$ cat src/rtl/adf_pkg.sv
`default_nettype none
// ============================================================================
// Module   : adf_pkg
// Purpose  : Shared defaults and types for the adaptive-filter tap datapath.
// Revision : 1.0
// ============================================================================
package adf_pkg;

    localparam int DATA_W_DEF = 8;
    localparam int TAPS_DEF   = 8;
    localparam int IDX_W      = $clog2(TAPS_DEF);

    typedef enum logic [0:0] {
        ST_IDLE = 1'b0,
        ST_EMIT = 1'b1
    } state_t;

    typedef logic signed [DATA_W_DEF-1:0] sample_t;

endpackage
`default_nettype wire

$ cat src/rtl/tap_ring_buffer.sv
`default_nettype none
// ============================================================================
// Module   : tap_ring_buffer
// Purpose  : TAPS-deep circular sample history, read combinationally by delay.
// Revision : 1.0
// ============================================================================
module tap_ring_buffer
    import adf_pkg::*;
#(
    parameter int  DATA_W = DATA_W_DEF,
    parameter int  TAPS   = TAPS_DEF,
    localparam int AW     = $clog2(TAPS)
) (
    input  logic                     clk,
    input  logic                     rst,
    input  logic                     i_we,
    input  logic signed [DATA_W-1:0] i_wdata,
    input  logic        [AW-1:0]     i_dly,
    output logic signed [DATA_W-1:0] o_rdata
);

    localparam int            SW       = AW + 1;
    localparam logic [AW-1:0] LAST_PTR = AW'(TAPS - 1);

    logic signed [DATA_W-1:0] r_buf [TAPS];
    logic        [AW-1:0]     r_wr_ptr;
    logic        [SW-1:0]     w_raw;
    logic        [AW-1:0]     w_addr;

    always_ff @(posedge clk) begin
        if (rst) begin
            for (int i = 0; i < TAPS; i++) begin
                r_buf[i] <= '0;
            end
            r_wr_ptr <= '0;
        end else if (i_we) begin
            r_buf[r_wr_ptr] <= i_wdata;
            r_wr_ptr        <= (r_wr_ptr == LAST_PTR) ? '0 : r_wr_ptr + AW'(1);
        end
    end

    // (wr_ptr-1-dly) mod TAPS without a divider: bias by TAPS, fold once.
    always_comb begin
        w_raw  = {1'b0, r_wr_ptr} + SW'(TAPS - 1) - {1'b0, i_dly};
        w_addr = (w_raw >= SW'(TAPS)) ? AW'(w_raw - SW'(TAPS)) : AW'(w_raw);
    end

    assign o_rdata = r_buf[w_addr];

endmodule
`default_nettype wire

$ cat src/rtl/tap_serializer.sv
`default_nettype none
// ============================================================================
// Module   : tap_serializer
// Purpose  : Stores one sample per handshake, then streams the TAPS-deep tap
//            vector one tap per handshake. TAP_SERIALIZER_REV_ORDER_EN selects
//            oldest-first emission.
// Revision : 1.0
// ============================================================================
module tap_serializer
    import adf_pkg::*;
#(
    parameter int  DATA_W = DATA_W_DEF,
    parameter int  TAPS   = TAPS_DEF,
    localparam int TIDX_W = $clog2(TAPS)
) (
    input  logic                     clk,
    input  logic                     rst,
    input  logic                     in_valid,
    output logic                     in_ready,
    input  logic signed [DATA_W-1:0] in,
    output logic                     tap_valid,
    input  logic                     tap_ready,
    output logic signed [DATA_W-1:0] tap_data,
    output logic        [TIDX_W-1:0] tap_idx,
    output logic                     tap_last
);

`ifdef TAP_SERIALIZER_REV_ORDER_EN
    localparam logic [TIDX_W-1:0] FIRST_IDX = TIDX_W'(TAPS - 1);
    localparam logic [TIDX_W-1:0] LAST_IDX  = '0;
`else
    localparam logic [TIDX_W-1:0] FIRST_IDX = '0;
    localparam logic [TIDX_W-1:0] LAST_IDX  = TIDX_W'(TAPS - 1);
`endif

    state_t                   r_state;
    logic        [TIDX_W-1:0] r_idx;
    logic        [TIDX_W-1:0] w_idx_next;
    logic                     w_accept;
    logic                     w_tap_hs;
    logic signed [DATA_W-1:0] w_rdata;

    assign w_accept = (r_state == ST_IDLE) && in_valid;
    assign w_tap_hs = (r_state == ST_EMIT) && tap_ready;

`ifdef TAP_SERIALIZER_REV_ORDER_EN
    assign w_idx_next = r_idx - TIDX_W'(1);
`else
    assign w_idx_next = r_idx + TIDX_W'(1);
`endif

    always_ff @(posedge clk) begin
        if (rst) begin
            r_state <= ST_IDLE;
            r_idx   <= '0;
        end else begin
            case (r_state)
                ST_IDLE: begin
                    if (w_accept) begin
                        r_state <= ST_EMIT;
                        r_idx   <= FIRST_IDX;
                    end
                end
                ST_EMIT: begin
                    if (w_tap_hs) begin
                        if (r_idx == LAST_IDX) begin
                            r_state <= ST_IDLE;
                        end else begin
                            r_idx <= w_idx_next;
                        end
                    end
                end
                default: r_state <= ST_IDLE;
            endcase
        end
    end

    tap_ring_buffer #(
        .DATA_W (DATA_W),
        .TAPS   (TAPS)
    ) u_ring (
        .clk     (clk),
        .rst     (rst),
        .i_we    (w_accept),
        .i_wdata (in),
        .i_dly   (r_idx),
        .o_rdata (w_rdata)
    );

    assign in_ready  = (r_state == ST_IDLE);
    assign tap_valid = (r_state == ST_EMIT);
    assign tap_idx   = r_idx;
    assign tap_last  = tap_valid && (r_idx == LAST_IDX);
    // Idle output is forced to zero so the post-reset tap_data is defined.
    assign tap_data  = tap_valid ? w_rdata : '0;

endmodule
`default_nettype wire
$ cat config.mk
export PLATFORM = sky130hd
export DESIGN_NAME = tap_serializer
export DESIGN_NICKNAME = d
export VERILOG_FILES = /design/src/rtl/adf_pkg.sv /design/src/rtl/tap_ring_buffer.sv /design/src/rtl/tap_serializer.sv
export SDC_FILE = /design/constraint.sdc
export NUM_CORES = 1
export LEC_CHECK = 0
export BUFFER_PORTS_ARGS = -buffer_cell sky130_fd_sc_hd__buf_4
export CORE_ASPECT_RATIO = 0.75
export CORE_UTILIZATION = 30
export CTS_CLUSTER_DIAMETER = 100
export DETAILED_ROUTE_END_ITERATION = 10
export PLACE_DENSITY = 0.56
export RECOVER_POWER = 50
export SLEW_MARGIN = 20
export SYNTH_ARGS = -nofsm -noshare
export SYNTH_HDL_FRONTEND = slang
export SYNTH_SLANG_ARGS = --single-unit
$ cat constraint.sdc
create_clock -name clk -period 3.43 [get_ports clk]
set_input_delay 0.686 -clock clk [delete_from_list [all_inputs] [get_ports clk]]
set_output_delay 0.686 -clock clk [all_outputs]
set_load 0.05 [all_outputs]
==> flow_metrics.env <==
export IMPL_status="completed"
export IMPL_n_antenna_cell=0
export IMPL_hold_viol=0
export IMPL_cp_end_kind="output pin"
export IMPL_ys_types=28
export IMPL_htreeDepth=3
export IMPL_syn_inst=227
export IMPL_die_w_um=125
export IMPL_root_buffer="clkbuf_16"
export IMPL_via_per_inst=4.59
export IMPL_critPathMaxFanout=16
export IMPL_critical_path_top_delay_family="adder cells"
export IMPL_post_cts_buffers=0
export IMPL_vias=1864
export IMPL_synthTopCellsByArea="edfxtp_1, and2_1, mux4_2, dfxtp_1, mux2i_1"
export IMPL_final_core_util=0.361
export IMPL_grt_overflow=0
export IMPL_synth_top_area_cell="edfxtp_1"
export IMPL_die_h_um=93.9
export IMPL_synth_top_area_frac=0.569
export IMPL_setup_worst_path_end="tap_data[7]"
export IMPL_cpPeakStageDelay_ns=0.47
export IMPL_r2r_end="u_ring.r_buf[0][3]"
export IMPL_ys_seq_elements=71
export IMPL_min_period_ns=3.27
export IMPL_dp_cells=390
export IMPL_die_area_sq_um=11700
export IMPL_final_common_cell="edfxtp_1"
export IMPL_worst_slew_pin_slew_ns=1.16
export IMPL_worstSetupStartpoint="tap_idx[0]"
export IMPL_fin_nets=279
export IMPL_ctsResizeCount=0
export IMPL_ctsHoldBuffers=0
export IMPL_dr_pass1_iters=4
export IMPL_relSlewSlack=0.221
export IMPL_dpl_cell_area_sq_um=3750
export IMPL_reg2reg_slack_ns=0.80
export IMPL_ant_nets=0
export IMPL_dpl_hpwl_um=4800
export IMPL_regToRegStartpoint="u_ring.r_wr_ptr[1]"
export IMPL_hold_path_class="flip-flop to flip-flop"
export IMPL_io_pins=26
export IMPL_final_cell_mix="edfxtp_1, and2_0, and2_1"
export IMPL_final_cells=406
export IMPL_totalPowerFinal_mw=2.08
export IMPL_antenna_found_initial=0
export IMPL_ir_drop_mv=0.266
export IMPL_insertion_delay_ns=0.33
export IMPL_clk_pin_slew_ns=0.05
export IMPL_initial_core_util=0.309
export IMPL_p_leak_nw=1.49
export IMPL_slew_violations=0
export IMPL_power_density_nw_per_um2=526
export IMPL_critPathSlowestCell="fa_1"
export IMPL_grt_use_total=0.135
export IMPL_cp_depth=8
export IMPL_cap_violations=0
export IMPL_cts_sinks=71
export IMPL_fmax_mhz=306
export IMPL_timing_setup_tns_ns=0
export IMPL_drt_iter0_markers=126
export IMPL_grt_pass1_wl_um=11300
export IMPL_cpMostUsedCell="buf_4"
export IMPL_hold_path_startpoint="tap_idx[0]"
export IMPL_required_ns=2.74
export IMPL_syn_avg_cell_area_sq_um=14.9
export IMPL_path_buf_inv=3
export IMPL_grt_max_degree=18
export IMPL_layout_drive_gt1_share=0.252
export IMPL_rows=33
export IMPL_cts_buffers=9
export IMPL_ys_seq_area_frac=0.610
export IMPL_cts_tree="yes"
export IMPL_ys_warnings_count=0
export IMPL_path_cells="inv_1 -> ha_1 -> fa_1 -> buf_4 -> mux4_2 -> mux2i_1 -> nor2_2 -> buf_4"
export IMPL_clock_skew_ns=0.00463
export IMPL_totalWireLength_um=7030
export IMPL_worstSetupPathType="flip-flop to output pin"
export IMPL_syn_to_final_growth_pct=16.8
export IMPL_gp_congestion=0.664
export IMPL_io_buffer_count=25
export IMPL_finalCritPeriodShare=0.952
export IMPL_fillers=1044
export IMPL_grt_pass1_vias=1964
export IMPL_crit_arrival_ns=2.58
export IMPL_startpoint_type="flip-flop"
export IMPL_core_sq_um=10900
export IMPL_drcViolationCount=0
export IMPL_setup_violations=0
export IMPL_post_drt_wl_per_cell_um=17.3
export IMPL_synth_net_count=245
export IMPL_stdcell_area_sq_um=3950
export IMPL_rsz0062_at_grt="no"
export IMPL_reg2reg_depth=3
export IMPL_clock_path_buffers=2
export IMPL_syn_area_sq_um=3380
## power by group
group	switching, mW	internal, mW	leakage, nW	total (mW)
clock	0.334	0.478	0.131	0.813
sequential	0.0141	0.977	0.720	0.991
combinational	0.161	0.113	0.637	0.273
## flip-flops by register name, indices dropped and copies added (netlist names)
| signal | count |
|---|---|
| tap_valid | 1 |
| tap_idx | 3 |
| u_ring.r_wr_ptr | 3 |
| u_ring.r_buf | 64 |
## logic make-up (layout without fill, tap and decap cells)
| logic type | count (synthesis) | in the layout | synth area share |
|---|---|---|---|
| AO/OA/AOI/OAI | 4 | 4 | 0.00666 |
| XOR/XNOR | 1 | 1 | 0.00666 |
| adder cells (fa/ha/maj) | 6 | 6 | 0.0244 |
| buffers and inverters | 10 | 49 | 0.0170 |
| flip-flops | 71 | 71 | 0.610 |
| multiplexers | 27 | 27 | 0.139 |
| AND/OR/NAND/NOR | 108 | 108 | 0.196 |
## Yosys cell counts
master     instances
nor2_1            16
nor3_4             1
nand3_1            3
dfxtp_1            7
edfxtp_1          64
inv_1              2
buf_6              2
mux4_2            16
or4b_4             1
and2_1            65
clkbuf_1           3
nand2_1            4
buf_2              1
xnor3_1            1
a211oi_1           1
buf_4              1
ha_1               5
fa_1               1
nor3_1             1
nand3b_1           1
a21oi_1            3
nand4bb_1          1
or2_2              8
mux2i_1           11
and3b_1            1
clkinv_1           1
nor2_4             3
nand2b_1           3
## per-stage QoR
stage	setup slack (ns)	hold slack, ns
floorplan	0.108	0.555
global placement	0.512	0.500
detailed placement	0.488	0.513
CTS	0.134	0.526
global route	0.0307	0.540
finish	0.163	0.528
## worst min path at each step
stage | to | slack (ns) | cells after the start
detailed placement | tap_idx[0] | 0.51 | 2
finish | tap_idx[0] | 0.53 | 2
global route | tap_valid | 0.54 | 2
CTS | tap_idx[0] | 0.53 | 2
floorplan | u_ring.r_wr_ptr[1] | 0.56 | 2
global placement | tap_idx[0] | 0.50 | 2
## worst register-to-register path, cell delays in order, from the launching register on
cell and delay, ns:
dfxtp_1 0.36, or4b_1 0.62, nor3_1 0.91, or2_2 0.42
## layer usage
metal  up-vias  GRT usage  wire (um)
li1        895          -          -
met1       908      0.186       3440
met2        57      0.200       3100
met3         4     0.0524        455
met4         0     0.0271         40
met5         -          0          0
## layout make-up
cell class / instances / area, sq um / area share
flip-flops and latches: 71 / 2060 / 0.523
multi-input cells: 146 / 1240 / 0.315
clock buffers: 10 / 229 / 0.0580
repair buffers: 30 / 199 / 0.0504
well taps: 140 / 175 / 0.0444
clock inverters: 6 / 27.5 / 0.00698
inverters: 3 / 11.3 / 0.00285
Power figures use the tool's default switching activity.
